## src/rtl/counter_rd_pkg.sv

```systemverilog
// Shared types and constants for the two-access 64-bit counter read master.
package counter_rd_pkg;

    localparam int CNT_W = 64;
    localparam int BUS_W = 32;
    localparam int TMO_W = 8;

    typedef enum logic [2:0] {
        IDLE,
        REQ_LO,
        WAIT_LO,
        REQ_HI,
        WAIT_HI,
        RESP
    } rd_state_t;

endpackage

```

## src/rtl/rd_timeout_timer.sv

```systemverilog
// Acknowledge watchdog shared by both wait phases of the read sequence.
// "expired" is raised in the wait cycle where the count would reach LIMIT
// with no acknowledge, so at most LIMIT wait cycles are granted per request.
module rd_timeout_timer
    import counter_rd_pkg::*;
#(
    parameter int LIMIT = 4
) (
    input  logic clk,
    input  logic reset,
    input  logic clear,
    input  logic enable,
    input  logic hit,
    output logic expired
);

    localparam logic [TMO_W-1:0] LAST = TMO_W'(LIMIT - 1);

    logic [TMO_W-1:0] count;

    // Count wait cycles that pass without an acknowledge; restart before each wait.
    always_ff @(posedge clk or posedge reset) begin
        if (reset) begin
            count <= '0;
        end else if (clear) begin
            count <= '0;
        end else if (enable && !hit) begin
            count <= count + 1'b1;
        end
    end

    assign expired = enable && !hit && (count == LAST);

endmodule

```

## src/rtl/atomic_count_reader.sv

```systemverilog
// Read master that turns one 64-bit read command into an atomic low-word
// request followed by a plain high-word request, and reports the assembled
// value together with its modulo-2^64 delta from the last good read.
module atomic_count_reader
    import counter_rd_pkg::*;
#(
    parameter int TIMEOUT_CYCLES = 4
) (
    input  logic             clk,
    input  logic             reset,
    input  logic             rd_valid_i,
    output logic             rd_ready_o,
    output logic             req_o,
    output logic             atomic_o,
    input  logic             ack_i,
    input  logic [BUS_W-1:0] count_i,
    output logic             res_valid_o,
    input  logic             res_ready_i,
    output logic [CNT_W-1:0] res_data_o,
    output logic [CNT_W-1:0] res_delta_o,
    output logic             res_err_o
);

    rd_state_t        state;
    rd_state_t        state_next;
    logic [BUS_W-1:0] lo;
    logic [CNT_W-1:0] data_q;
    logic [CNT_W-1:0] delta_q;
    logic [CNT_W-1:0] last_q;
    logic [CNT_W-1:0] full_value;
    logic             err_q;
    logic             in_wait;
    logic             timer_clear;
    logic             expired;

    assign in_wait     = (state == WAIT_LO) || (state == WAIT_HI);
    assign timer_clear = (state == REQ_LO) || (state == REQ_HI);
    assign full_value  = {count_i, lo};

    rd_timeout_timer #(
        .LIMIT(TIMEOUT_CYCLES)
    ) u_timer (
        .clk    (clk),
        .reset  (reset),
        .clear  (timer_clear),
        .enable (in_wait),
        .hit    (ack_i),
        .expired(expired)
    );

    // State register.
    always_ff @(posedge clk or posedge reset) begin
        if (reset) begin
            state <= IDLE;
        end else begin
            state <= state_next;
        end
    end

    // Next-state selection; handshake and request outputs depend on state only.
    always_comb begin
        state_next  = state;
        rd_ready_o  = 1'b0;
        req_o       = 1'b0;
        atomic_o    = 1'b0;
        res_valid_o = 1'b0;
        case (state)
            IDLE: begin
                rd_ready_o = 1'b1;
                if (rd_valid_i) state_next = REQ_LO;
            end
            REQ_LO: begin
                req_o      = 1'b1;
                atomic_o   = 1'b1;
                state_next = WAIT_LO;
            end
            WAIT_LO: begin
                if (ack_i)        state_next = REQ_HI;
                else if (expired) state_next = RESP;
            end
            REQ_HI: begin
                req_o      = 1'b1;
                state_next = WAIT_HI;
            end
            WAIT_HI: begin
                if (ack_i || expired) state_next = RESP;
            end
            RESP: begin
                res_valid_o = 1'b1;
                if (res_ready_i) state_next = IDLE;
            end
            default: state_next = IDLE;
        endcase
    end

    // Hold the snapshot low word until the high word arrives.
    always_ff @(posedge clk or posedge reset) begin
        if (reset) begin
            lo <= '0;
        end else if (state == WAIT_LO && ack_i) begin
            lo <= count_i;
        end
    end

    // Build the result registers when the sequence ends, either good or timed out.
    always_ff @(posedge clk or posedge reset) begin
        if (reset) begin
            data_q  <= '0;
            delta_q <= '0;
            err_q   <= 1'b0;
        end else if (state == WAIT_HI && ack_i) begin
            data_q  <= full_value;
            delta_q <= full_value - last_q;
            err_q   <= 1'b0;
        end else if (in_wait && expired) begin
            data_q  <= '0;
            delta_q <= '0;
            err_q   <= 1'b1;
        end
    end

    // Remember the last good value once the consumer has taken the result.
    always_ff @(posedge clk or posedge reset) begin
        if (reset) begin
            last_q <= '0;
        end else if (state == RESP && res_ready_i && !err_q) begin
            last_q <= data_q;
        end
    end

    assign res_data_o  = data_q;
    assign res_delta_o = delta_q;
    assign res_err_o   = err_q;

endmodule

```

## config.mk

```make
export PLATFORM = sky130hd
export DESIGN_NAME = atomic_count_reader
export DESIGN_NICKNAME = d
export VERILOG_FILES = /design/src/rtl/counter_rd_pkg.sv /design/src/rtl/rd_timeout_timer.sv /design/src/rtl/atomic_count_reader.sv
export SDC_FILE = /design/constraint.sdc
export NUM_CORES = 1
export LEC_CHECK = 0
export BUFFER_PORTS_ARGS = -buffer_cell sky130_fd_sc_hd__buf_2
export CORE_MARGIN = 5
export CORE_UTILIZATION = 58
export CTS_BUF_LIST = sky130_fd_sc_hd__clkbuf_16
export DETAILED_ROUTE_END_ITERATION = 10
export PLACE_DENSITY = 0.8
export SYNTH_ARGS = -nofsm -noshare
export SYNTH_HDL_FRONTEND = slang
export SYNTH_HIERARCHICAL = 1
export SYNTH_SLANG_ARGS = --single-unit
```

## constraint.sdc

```tcl
create_clock -name clk -period 8.5 [get_ports clk]
set_input_delay 0.85 -clock clk [delete_from_list [all_inputs] [get_ports clk]]
set_output_delay 0.85 -clock clk [all_outputs]
set_load 0.05 [all_outputs]
```

Yosys cells after proc, flatten, opt, wreduce, memory -nomap -nowiden
Cells that the tools add are included. Widths: inputs -> output; s select.

Reductions and logical operators: 17. Div/mod/pow operators: 0. Bitwise gates (word level): 0. Eq/ne operators: 10. Mux-type cells: 17. $add $sub $neg: 2. Multiply operators: 0. $lt $le $gt $ge: 0. Shifts and indexed selects: 0.

Operator list (count): $mux 64 (3); $sub 64x64->64 (1); $pmux 3 s6 (1); $mux 8 (2); $mux 3 (5); $add 8x1->8 const B (1); $eq 8x2->1 const B (1); $logic_and 1x1->1 (7); $eq 3x2->1 const B (2); $eq 3x3->1 const B (2); $mux 1 (6); $ne 2x2->1 const B (2); $reduce_and 4->1 (1); $reduce_bool 2->1 (2); $eq 3x1->1 const B (1); $logic_not 3->1 (1); $logic_or 1x1->1 (3); $ne 3x3->1 const B (1); $logic_not 1->1 (2); $ne 2x1->1 const B (1); $reduce_or 2->1 (1).

Bits in latches: 0. Input bits: 37. Word-level logic and storage cells: 53. Register bits after elaboration: 236. Output and inout port bits: 133. Bits in writable memories: 0. Memory bits (read-only): 0. Memories: 0.

Logic depth before layout (Yosys ltp)
Gate-level depths: netlist of run 1.

Word-level depth: 7. Depth in mapped cells: 13. Depth with buffers taken out: 13.

Hierarchy
The synthesis of run 1 kept the hierarchy.

Modules (own cells, without submodules): atomic_count_reader (cells an instance 1278, area each 12164.2 um^2, instances 1, seq. area each 5705.5 um^2); rd_timeout_timer (cells an instance 46, area each 454.2 um^2, instances 1, seq. area each 200.2 um^2).

Least setup slack after synthesis of run 1
OpenSTA, ideal clock, no wires.

Path type: input to register. Start point: in count_i[0]. End point: reg delta_q[61], in the netlist res_delta_o[61]. Stages: 11. Setup slack: 4.874 ns. Arrival time: 3.556 ns. Library setup time: 0.069 ns. Required time: 8.431 ns. Path buffers: 1. Cell sequence: ha_1 clkbuf_1 nand4_1 nand2b_1 or3_1 or4_1 a21o_1 a31oi_1 a21oi_1 or4_1 nand3_1.

Longest elaborated chain between the ends: 2.

Ends and longest elaborated chain: from (decl) (RTL line atomic_count_reader.sv:16) `input logic [BUS_W-1:0] count_i,`; $sub 64x64->64 (RTL line atomic_count_reader.sv:113) `delta_q <= full_value - last_q;`; $mux 64 (RTL line atomic_count_reader.sv:111) `end else if (state == WAIT_HI && ack_i) begin`; to (signal assigned) (RTL line atomic_count_reader.sv:113); to (decl) (RTL line atomic_count_reader.sv:28) `logic [CNT_W-1:0] delta_q;`.

No other way between the ends. A chain may end at the register's enable or synchronous reset.

Worst setup path after layout of run 1
Start point: reg last_q[0]. End point: reg delta_q[46], in the netlist res_delta_o[46].

Longest elaborated chain between the ends: 2.

Ends and longest elaborated chain: from (decl) (RTL line atomic_count_reader.sv:29) `logic [CNT_W-1:0] last_q;`; from (signal assigned) (RTL line atomic_count_reader.sv:127) `last_q <= data_q;`; $sub 64x64->64 (RTL line atomic_count_reader.sv:113); $mux 64 (RTL line atomic_count_reader.sv:111).

No other way between the ends.

==> flow_metrics.env, run 1 <==
export IMPL_synth_nets=1428
export IMPL_synthArstFlopShare_pct=100.0
export IMPL_drv_cap=0
export IMPL_grt_max_degree=83
export IMPL_viasPerCell=6.154
export IMPL_synth_seq_cells=236
export IMPL_rows=54
export IMPL_synth_edf_count=0
export IMPL_cts_made_buffers=26
export IMPL_hold_buffers=0
export IMPL_layout_min_cycle_time_ns=3.886
export IMPL_critPathCaptureType="register"
export IMPL_crit_type="reg -> reg"
export IMPL_postCtsSetupBuffers=0
export IMPL_finClkSkew_ns=0.01501
export IMPL_tns_ns=0
export IMPL_hold_viol_final=0
export IMPL_clkLatencyLatePin_ns=0.52
export IMPL_drt_wirelength_per_cell_um=20.02
export IMPL_layout_nets=1557
export IMPL_coreArea_um2=21620
export IMPL_clockBufferDepth=3
export IMPL_cp_arrival_ns=4.26
export IMPL_grt_usage_pct=28.02
export IMPL_placed_area_um2=13600
export IMPL_overflow=0
export IMPL_fp_dieArea_um2=24810
export IMPL_post_dp_hpwl_mm=25.32
export IMPL_status="completed"
export IMPL_synthFlopType="dfrtp_1"
export IMPL_cts_sinks=236
export IMPL_synth_top_area_share_pct=46.80
export IMPL_initial_core_util_pct=58.36
export IMPL_drt_iter0_markers=829
export IMPL_setup_violations=0
export IMPL_io_pins=170
export IMPL_synth_largest_area_cell="dfrtp_1"
export IMPL_rsz0062_at_grt="no"
export IMPL_yosysSeqAreaShare_pct=46.80
export IMPL_place_gp_congestion=0.9610
export IMPL_syn_to_final_growth_pct=14.66
export IMPL_drt_total_wl_mm=35.05
export IMPL_synth_warnings=6
export IMPL_cts_tree="built"
export IMPL_htree_num_levels=1
export IMPL_worstPathRequired_ns=8.87
export IMPL_relSlewSlack_pct=26.26
export IMPL_cp_max_fo=4
export IMPL_finalInstanceArea_um2=14470
export IMPL_cts_resized=0
export IMPL_diodes=0
export IMPL_grt_pass1_wl_mm=55.85
export IMPL_grt_pass1_vias=10534
export IMPL_whs_ns=0.3182
export IMPL_drv_slew=0
export IMPL_fin_crit_sh_pct=45.72
export IMPL_tightestPinTransition_ns=1.104
export IMPL_drive_gt1_share_pct=18.01
export IMPL_antenna_found_initial=0
export IMPL_drtAntennaViolNets=0
export IMPL_syn_avg_cell_area_um2=9.530
export IMPL_synthTopCellsByArea="dfrtp_1 47%, ha_1 6.5%, o21ai_0 6.0%"
export IMPL_syn_instance_count=1324
export IMPL_synthesis_area_um2=12620
export IMPL_start_kind="register"
export IMPL_drc_errors=0
export IMPL_die_w_um=157.5
export IMPL_hp_class="in -> async"
export IMPL_io_buffers=169
export IMPL_dr_pass1_iters=5
export IMPL_dr_total_vias=10775
export IMPL_fp_dieH_um=157.5
export IMPL_cts_root_buf="clkbuf_16"
export IMPL_clkTransAtPathRegs_ns=0.06
export IMPL_fmax_mhz=257.3
export IMPL_final_util_pct=66.92
export IMPL_yosysUniqueCellTypes=67
sequential cells by signal, summed over array words and instances, names as in the netlist:
name / cells
last_q: 64
res_data_o: 64
res_delta_o: 64
lo: 32
u_timer/count: 8
state: 3
res_err_o: 1
placed cells by master, fill, tap and decap left out, types with 18 or more instances in the layout:
master	instances
a21o_1	32
nand4_1	25
mux2_2	34
inv_1	88
nand3_1	18
clkbuf_16	27
xor2_1	26
a22o_1	69
dfrtp_1	236
a21oi_1	87
o21ai_0	151
ha_1	66
xnor2_1	30
nand2_1	173
nor2_1	40
buf_2	169
metrics by stage:
| stage | instances | setup slack (ns) |
|---|---|---|
| after detailed placement | 1705 | 4.512 |
| after floorplan | 1324 | 1.402 |
| after CTS | 1751 | 4.698 |
| after global routing | 1751 | 4.457 |
| final | 1751 | 4.614 |
| after global placement | 1705 | 4.609 |
synth_stat cells (9+ instances only):
cell and n:
mux2_2 34, a31oi_1 12, clkbuf_1 61, nor2_1 41, a22o_1 69, o21bai_1 15
nand2b_1 12, o21ai_0 151, ha_1 66, nand2_1 173, and2_1 9, xnor2_1 30
xor2_1 26, nand3_1 19, dfrtp_1 236, a21o_1 32, inv_1 84, a21oi_1 88
nor2b_1 9, nand4_1 25
critical path, stage by stage (launching register included):
cell	delay, ns
dfrtp_1	0.40
ha_1	0.20
fa_1	0.37
nand2b_1	0.20
a21oi_1	0.32
o41ai_1	0.20
and2_1	0.23
o21ai_1	0.35
a31oi_1	0.32
o21a_1	0.33
o41ai_1	0.53
xnor2_1	0.18
o21ai_0	0.10
cell type report:
| cell class | instances | area, µm² |
|---|---|---|
| multi-input cells | 929 | 6127 |
| clock buffers | 27 | 675.6 |
| flip-flops and latches | 236 | 5906 |
| repair buffers | 176 | 898.4 |
| fillers | 1738 | 7153 |
| well taps | 280 | 350.3 |
| clock inverters | 19 | 187.7 |
| inverters | 84 | 322.8 |
per-layer routing:
metal	part of all wire (%)	wire (µm)	GRT usage [%]
met5	0	0	0
met4	3.1	1086	8.726
met3	7.0	2466	4.042
met2	46	16290	45.67
met1	43	15200	39.16
cells by family (layout without fill, tap and decap cells):
family / count (synthesis) / count (layout) / share of synthesized area, %
compound gates: 435 / 435 / 22.21
simple gates: 336 / 336 / 12.41
flops: 236 / 236 / 46.80
buf+inv: 159 / 306 / 4.869
fa+ha+maj: 67 / 67 / 6.703
xor+xnor: 56 / 56 / 3.887
mux: 35 / 35 / 3.114
worst paths after layout:
| check | startpoint | slack [ns] | depth (start not counted) | end |
|---|---|---|---|---|
| min in group clk | res_delta_o[3] | 0.47 | 2 | res_delta_o[3] |
| max in group asynchronous | reset | 6.70 | 3 | res_data_o[17] |
| worst min-delay path | reset | 0.32 | 2 | u_timer/count[5] |
| worst max register to register | last_q[0] | 4.61 | 12 | res_delta_o[46] |
| worst max-delay path | last_q[0] | 4.61 | 12 | res_delta_o[46] |
| worst min register to register | res_delta_o[3] | 0.47 | 2 | res_delta_o[3] |
Power of run 1 is not shown: default switching activity piles up to over one toggle a cycle in this logic, so the estimate is an artifact.
==> run 2, diff against run 1 <==
Clock period 8.5 ns to 3.88 ns, I/O delays scaled along.
==> run 2 against run 1 <==
Sequential cell count unchanged; hold slack worse by 0.19 ns; utilization up 0.23 points; critical path depth down 1; final cell count up 0.57%; via count about the same; first-iteration DRC count down 11%; die area unchanged; critical path type unchanged.
==> flow_metrics.env, run 2 (same netlist as run 1, synthesis figures left out) <==
export IMPL_io_buffers=169
export IMPL_drc_errors=0
export IMPL_dr_total_vias=10769
export IMPL_io_pins=170
export IMPL_layout_min_cycle_time_ns=3.628
export IMPL_hold_viol_final=0
export IMPL_cpMostUsedCell="a211oi_2"
export IMPL_cts_tree="built"
export IMPL_cp_top_family="compound AO/OA/AOI/OAI gates"
export IMPL_coreArea_um2=21620
export IMPL_grt_max_degree=129
export IMPL_setup_violations=0
export IMPL_finalInstanceArea_um2=14520
export IMPL_cp_arrival_ns=4.03
export IMPL_fp_dieH_um=157.5
export IMPL_worstPathRequired_ns=4.28
export IMPL_cp_slowest_cell="or4_1"
export IMPL_placed_area_um2=13710
export IMPL_viasPerCell=6.115
export IMPL_critPathCaptureType="register"
export IMPL_dr_pass1_iters=5
export IMPL_place_gp_congestion=0.9916
export IMPL_final_cell_mix="236 x dfrtp_1, 173 x nand2_1, 169 x buf_2, 151 x o21ai_0, 89 x inv_1"
export IMPL_start_kind="register"
export IMPL_status="completed"
export IMPL_whs_path_depth=2
export IMPL_grt_pass1_wl_mm=56.82
export IMPL_cp_max_fo=6
export IMPL_clkLatencyLatePin_ns=0.53
export IMPL_drive_gt1_share_pct=18.66
export IMPL_post_dp_hpwl_mm=25.83
export IMPL_tightestPinTransition_ns=1.072
export IMPL_syn_to_final_growth_pct=15.05
export IMPL_antenna_found_initial=4
export IMPL_cts_resized=0
export IMPL_clkTransAtPathRegs_ns=0.07
export IMPL_grt_pass1_vias=10465
export IMPL_initial_core_util_pct=58.36
export IMPL_cts_made_buffers=25
export IMPL_rows=54
export IMPL_drv_cap=0
export IMPL_cts_root_buf="clkbuf_16"
export IMPL_overflow=0
export IMPL_rsz0062_at_grt="no"
export IMPL_fin_crit_sh_pct=93.50
export IMPL_critPathBufInv=0
export IMPL_postCtsSetupBuffers=0
export IMPL_layout_nets=1567
export IMPL_fp_dieArea_um2=24810
export IMPL_final_common_cell="dfrtp_1"
export IMPL_drtAntennaViolNets=0
export IMPL_drt_iter0_markers=740
export IMPL_drt_wirelength_per_cell_um=20.11
export IMPL_tns_ns=0
export IMPL_cp_cell_sequence="ha_1 -> nand4_1 -> or4_1 -> a2111oi_2 -> a221oi_1 -> a211oi_2 -> o21ai_2 -> a2111o_1 -> a211oi_2 -> o21ai_1 -> a32o_1"
export IMPL_relSlewSlack_pct=28.37
export IMPL_finClkSkew_ns=0.02088
export IMPL_cp_depth=11
export IMPL_fmax_mhz=275.6
export IMPL_r2r_cells=11
export IMPL_crit_type="reg -> reg"
export IMPL_hp_class="in -> reg"
export IMPL_drt_total_wl_mm=35.41
export IMPL_cpPeakStageDelay_ns=0.59
export IMPL_final_util_pct=67.15
export IMPL_die_w_um=157.5
export IMPL_htree_num_levels=1
export IMPL_clockBufferDepth=3
export IMPL_drv_slew=0
export IMPL_cts_sinks=236
export IMPL_grt_usage_pct=28.59
run 2: changes by cell type in the layout (fill, tap and decap cells not counted), sizes merged, moves of 2 or more:
cell / delta
buf: +10
diode: +2
clkinv: -2
clkbuf: -2
clkinvlp: +3
run 2: per-stage QoR:
step	instances	setup WS, ns	hold WS, ns
after floorplan	1324	0.5120	0.2037
after global placement	1715	0.3899	0.3831
after detailed placement	1715	0.2793	0.3791
after CTS	1759	0.2501	0.1079
after global routing	1760	0.02417	0.1229
final	1761	0.2521	0.1237
run 2: routing by layer:
metal / vias up / global-route usage [%] / part of all wire, % / wire (µm)
met5: - / 0 / 0.088 / 31
met4: 6 / 10.04 / 3.4 / 1208
met3: 93 / 4.014 / 7.1 / 2527
li1: 4989 / - / - / -
met2: 434 / 45.23 / 46 / 16260
met1: 5247 / 40.74 / 43 / 15380
run 2: layout make-up:
type                            instances  area (µm²)
Multi-Input combinational cell        929        6127
Sequential cell                       236        5906
Clock inverter                         18       163.9
Clock buffer                           25       625.6
Inverter                               84       319.1
Timing Repair Buffer                  187        1021
Tap cell                              280       350.3
Antenna cell                            2       5.005
Fill cell                            1790        7103
run 2: repair_timing:
| action | 4_1_cts | 5_1_grt |
|---|---|---|
| endpoints found under the setup margin | 0 | 1 |
| hold endpoints to repair | 8 | 0 |
| hold buffers | 1 | 0 |
run 2: worst paths after layout:
check	startpoint	to	slack (ns)
setup / recovery	lo[14]	res_delta_o[53]	0.25
hold / removal	count_i[0]	res_data_o[32]	0.12
setup reg to reg	lo[14]	res_delta_o[53]	0.25
hold reg to reg	res_delta_o[4]	res_delta_o[4]	0.48
max in group asynchronous	reset	res_data_o[42]	2.73
min in group asynchronous	reset	u_timer/count[5]	0.41
run 2: worst reg2reg max path, stage by stage, from the launching register on:
cell	delay, ns
dfrtp_1	0.41
ha_1	0.40
nand4_1	0.19
or4_1	0.59
a2111oi_2	0.23
a221oi_1	0.13
a211oi_2	0.30
o21ai_2	0.10
a2111o_1	0.51
a211oi_2	0.31
o21ai_1	0.09
a32o_1	0.26
Power of run 2 is left out for the same reason.
==> run 3, diff against run 2 <==
Settings changed: CORE_UTILIZATION 58 to 50, PLACE_DENSITY 0.8 to 0.71.
==> run 3 against run 2 <==
Register-to-register slack lost 0.03 ns; utilization down 8.4 points; sequential share of layout area fell by 0.53 points; global-route usage is 3.5 points lower; sequential cell count unchanged; critical path type unchanged.
==> flow_metrics.env, run 3 (same netlist as run 1, synthesis figures left out) <==
export IMPL_cpMostUsedCell="nand3_1"
export IMPL_cp_arrival_ns=4.06
export IMPL_antenna_found_initial=0
export IMPL_grt_met1_usage_pct=35.37
export IMPL_setup_violations=0
export IMPL_die_w_um=168.9
export IMPL_regArea_um2=5906
export IMPL_layout_nets=1569
export IMPL_io_buffers=169
export IMPL_initial_core_util_pct=50.40
export IMPL_fmax_mhz=273.2
export IMPL_worstPathRequired_ns=4.28
export IMPL_drv_cap=0
export IMPL_diodes=0
export IMPL_multi_input_area_um2=6137
export IMPL_grt_pass1_vias=10485
export IMPL_placed_area_um2=13780
export IMPL_grt_max_degree=129
export IMPL_clkLatencyLatePin_ns=0.53
export IMPL_final_common_cell="dfrtp_1"
export IMPL_finalInstanceArea_um2=14710
export IMPL_drv_slew=0
export IMPL_dr_pass1_iters=5
export IMPL_tightestPinTransition_ns=1.070
export IMPL_overflow=0
export IMPL_dr_total_vias=10701
export IMPL_coreArea_um2=25040
export IMPL_use_met3_pct=4.134
export IMPL_tns_ns=0
export IMPL_fillCellCount=2211
export IMPL_rows=58
export IMPL_post_dp_hpwl_mm=26.70
export IMPL_postCtsSetupBuffers=0
export IMPL_placedCellCount=1766
export IMPL_grt_usage_pct=25.06
export IMPL_final_cell_mix="236 x dfrtp_1, 173 x nand2_1, 169 x buf_2, 151 x o21ai_0, 88 x inv_1"
export IMPL_cp_cell_sequence="ha_1 -> nand3_1 -> or4_1 -> a2111oi_2 -> a221oi_1 -> a211oi_2 -> o21ai_2 -> a2111o_1 -> a211oi_1 -> or3_1 -> nand3_1"
export IMPL_io_pins=170
export IMPL_finClkSkew_ns=0.01439
export IMPL_drtAntennaViolNets=0
export IMPL_final_util_pct=58.75
export IMPL_cts_root_buf="clkbuf_16"
export IMPL_busiest_layer="met2"
export IMPL_status="completed"
export IMPL_cp_max_fo=7
export IMPL_fp_dieArea_um2=28510
export IMPL_clkTransAtPathRegs_ns=0.07
export IMPL_drt_wirelength_per_cell_um=20.03
export IMPL_hp_class="in -> reg"
export IMPL_critPathCaptureType="register"
export IMPL_rsz0062_at_grt="no"
export IMPL_syn_to_final_growth_pct=16.57
export IMPL_stdcell_count=1815
export IMPL_grt_use_met2_pct=39.85
export IMPL_crit_type="reg -> reg"
export IMPL_grt_pass1_wl_mm=57.70
export IMPL_start_kind="register"
export IMPL_cts_sinks=236
export IMPL_drive_gt1_share_pct=18.99
export IMPL_cts_tree="built"
export IMPL_clockBufferDepth=3
export IMPL_drt_iter0_markers=980
export IMPL_place_gp_congestion=0.9629
export IMPL_fin_crit_sh_pct=94.36
export IMPL_relSlewSlack_pct=28.52
export IMPL_cpPeakStageDelay_ns=0.59
export IMPL_hold_viol_final=0
export IMPL_layout_min_cycle_time_ns=3.661
export IMPL_cp_slowest_cell="or4_1"
export IMPL_drc_errors=0
export IMPL_viasPerCell=5.896
export IMPL_htree_num_levels=1
export IMPL_cts_made_buffers=26
export IMPL_drt_total_wl_mm=36.35
export IMPL_fp_dieH_um=168.9
[run 3: layout make-up]
cell class | count | share of cell area [%]
Tap cell | 330 | 2.807
Timing Repair Buffer | 188 | 6.992
Sequential cell | 236 | 40.15
Clock inverter | 21 | 1.565
Inverter | 84 | 2.169
Clock buffer | 27 | 4.593
Multi-Input combinational cell | 929 | 41.72
[run 3: metrics by stage]
stage | worst slack, ns | hold WS, ns
2_1_floorplan | 0.5120 | 0.2037
3_3_place_gp | 0.3862 | 0.3938
3_5_place_dp | 0.2438 | 0.3931
4_1_cts | 0.2172 | 0.1209
5_1_grt | 0.03024 | 0.1218
6_report | 0.2190 | 0.1364
[run 3: path summary, 6_finish.rpt]
check                                 from          endpoint  slack [ns]  cells past startpoint
setup / recovery                    lo[18]   res_delta_o[63]        0.22                     11
setup reg to reg                    lo[18]   res_delta_o[63]        0.22                     11
hold / removal                  count_i[6]             lo[6]        0.14                      2
max in group asynchronous            reset        last_q[44]        2.71                      4
min in group asynchronous            reset  u_timer/count[3]        0.39                      3
hold reg to reg            res_delta_o[27]   res_delta_o[27]        0.47                      2
[run 3: metal layers]
metal  part of all wire, %  up-vias
li1                      -     4996
met1                    44     5247
met2                    47      396
met3                   6.5       62
met4                   2.8        0
met5                     0        -
[run 3: critical path: cells and delay by family, from the launching register on]
kind	cells	cell delay, ns
DFF	1	0.40
and+or+nand+nor	4	1.03
AOI/OAI and AO/OA	6	1.68
adders and majority gates	1	0.42
[run 3: timing repair]
item | CTS | global route
hold buffers | 1 | 0
gates resized for setup | 0 | 2
hold endpoints to repair | 8 | 0
endpoints found under the setup margin | 0 | 1
Power of run 3 is left out for the same reason.
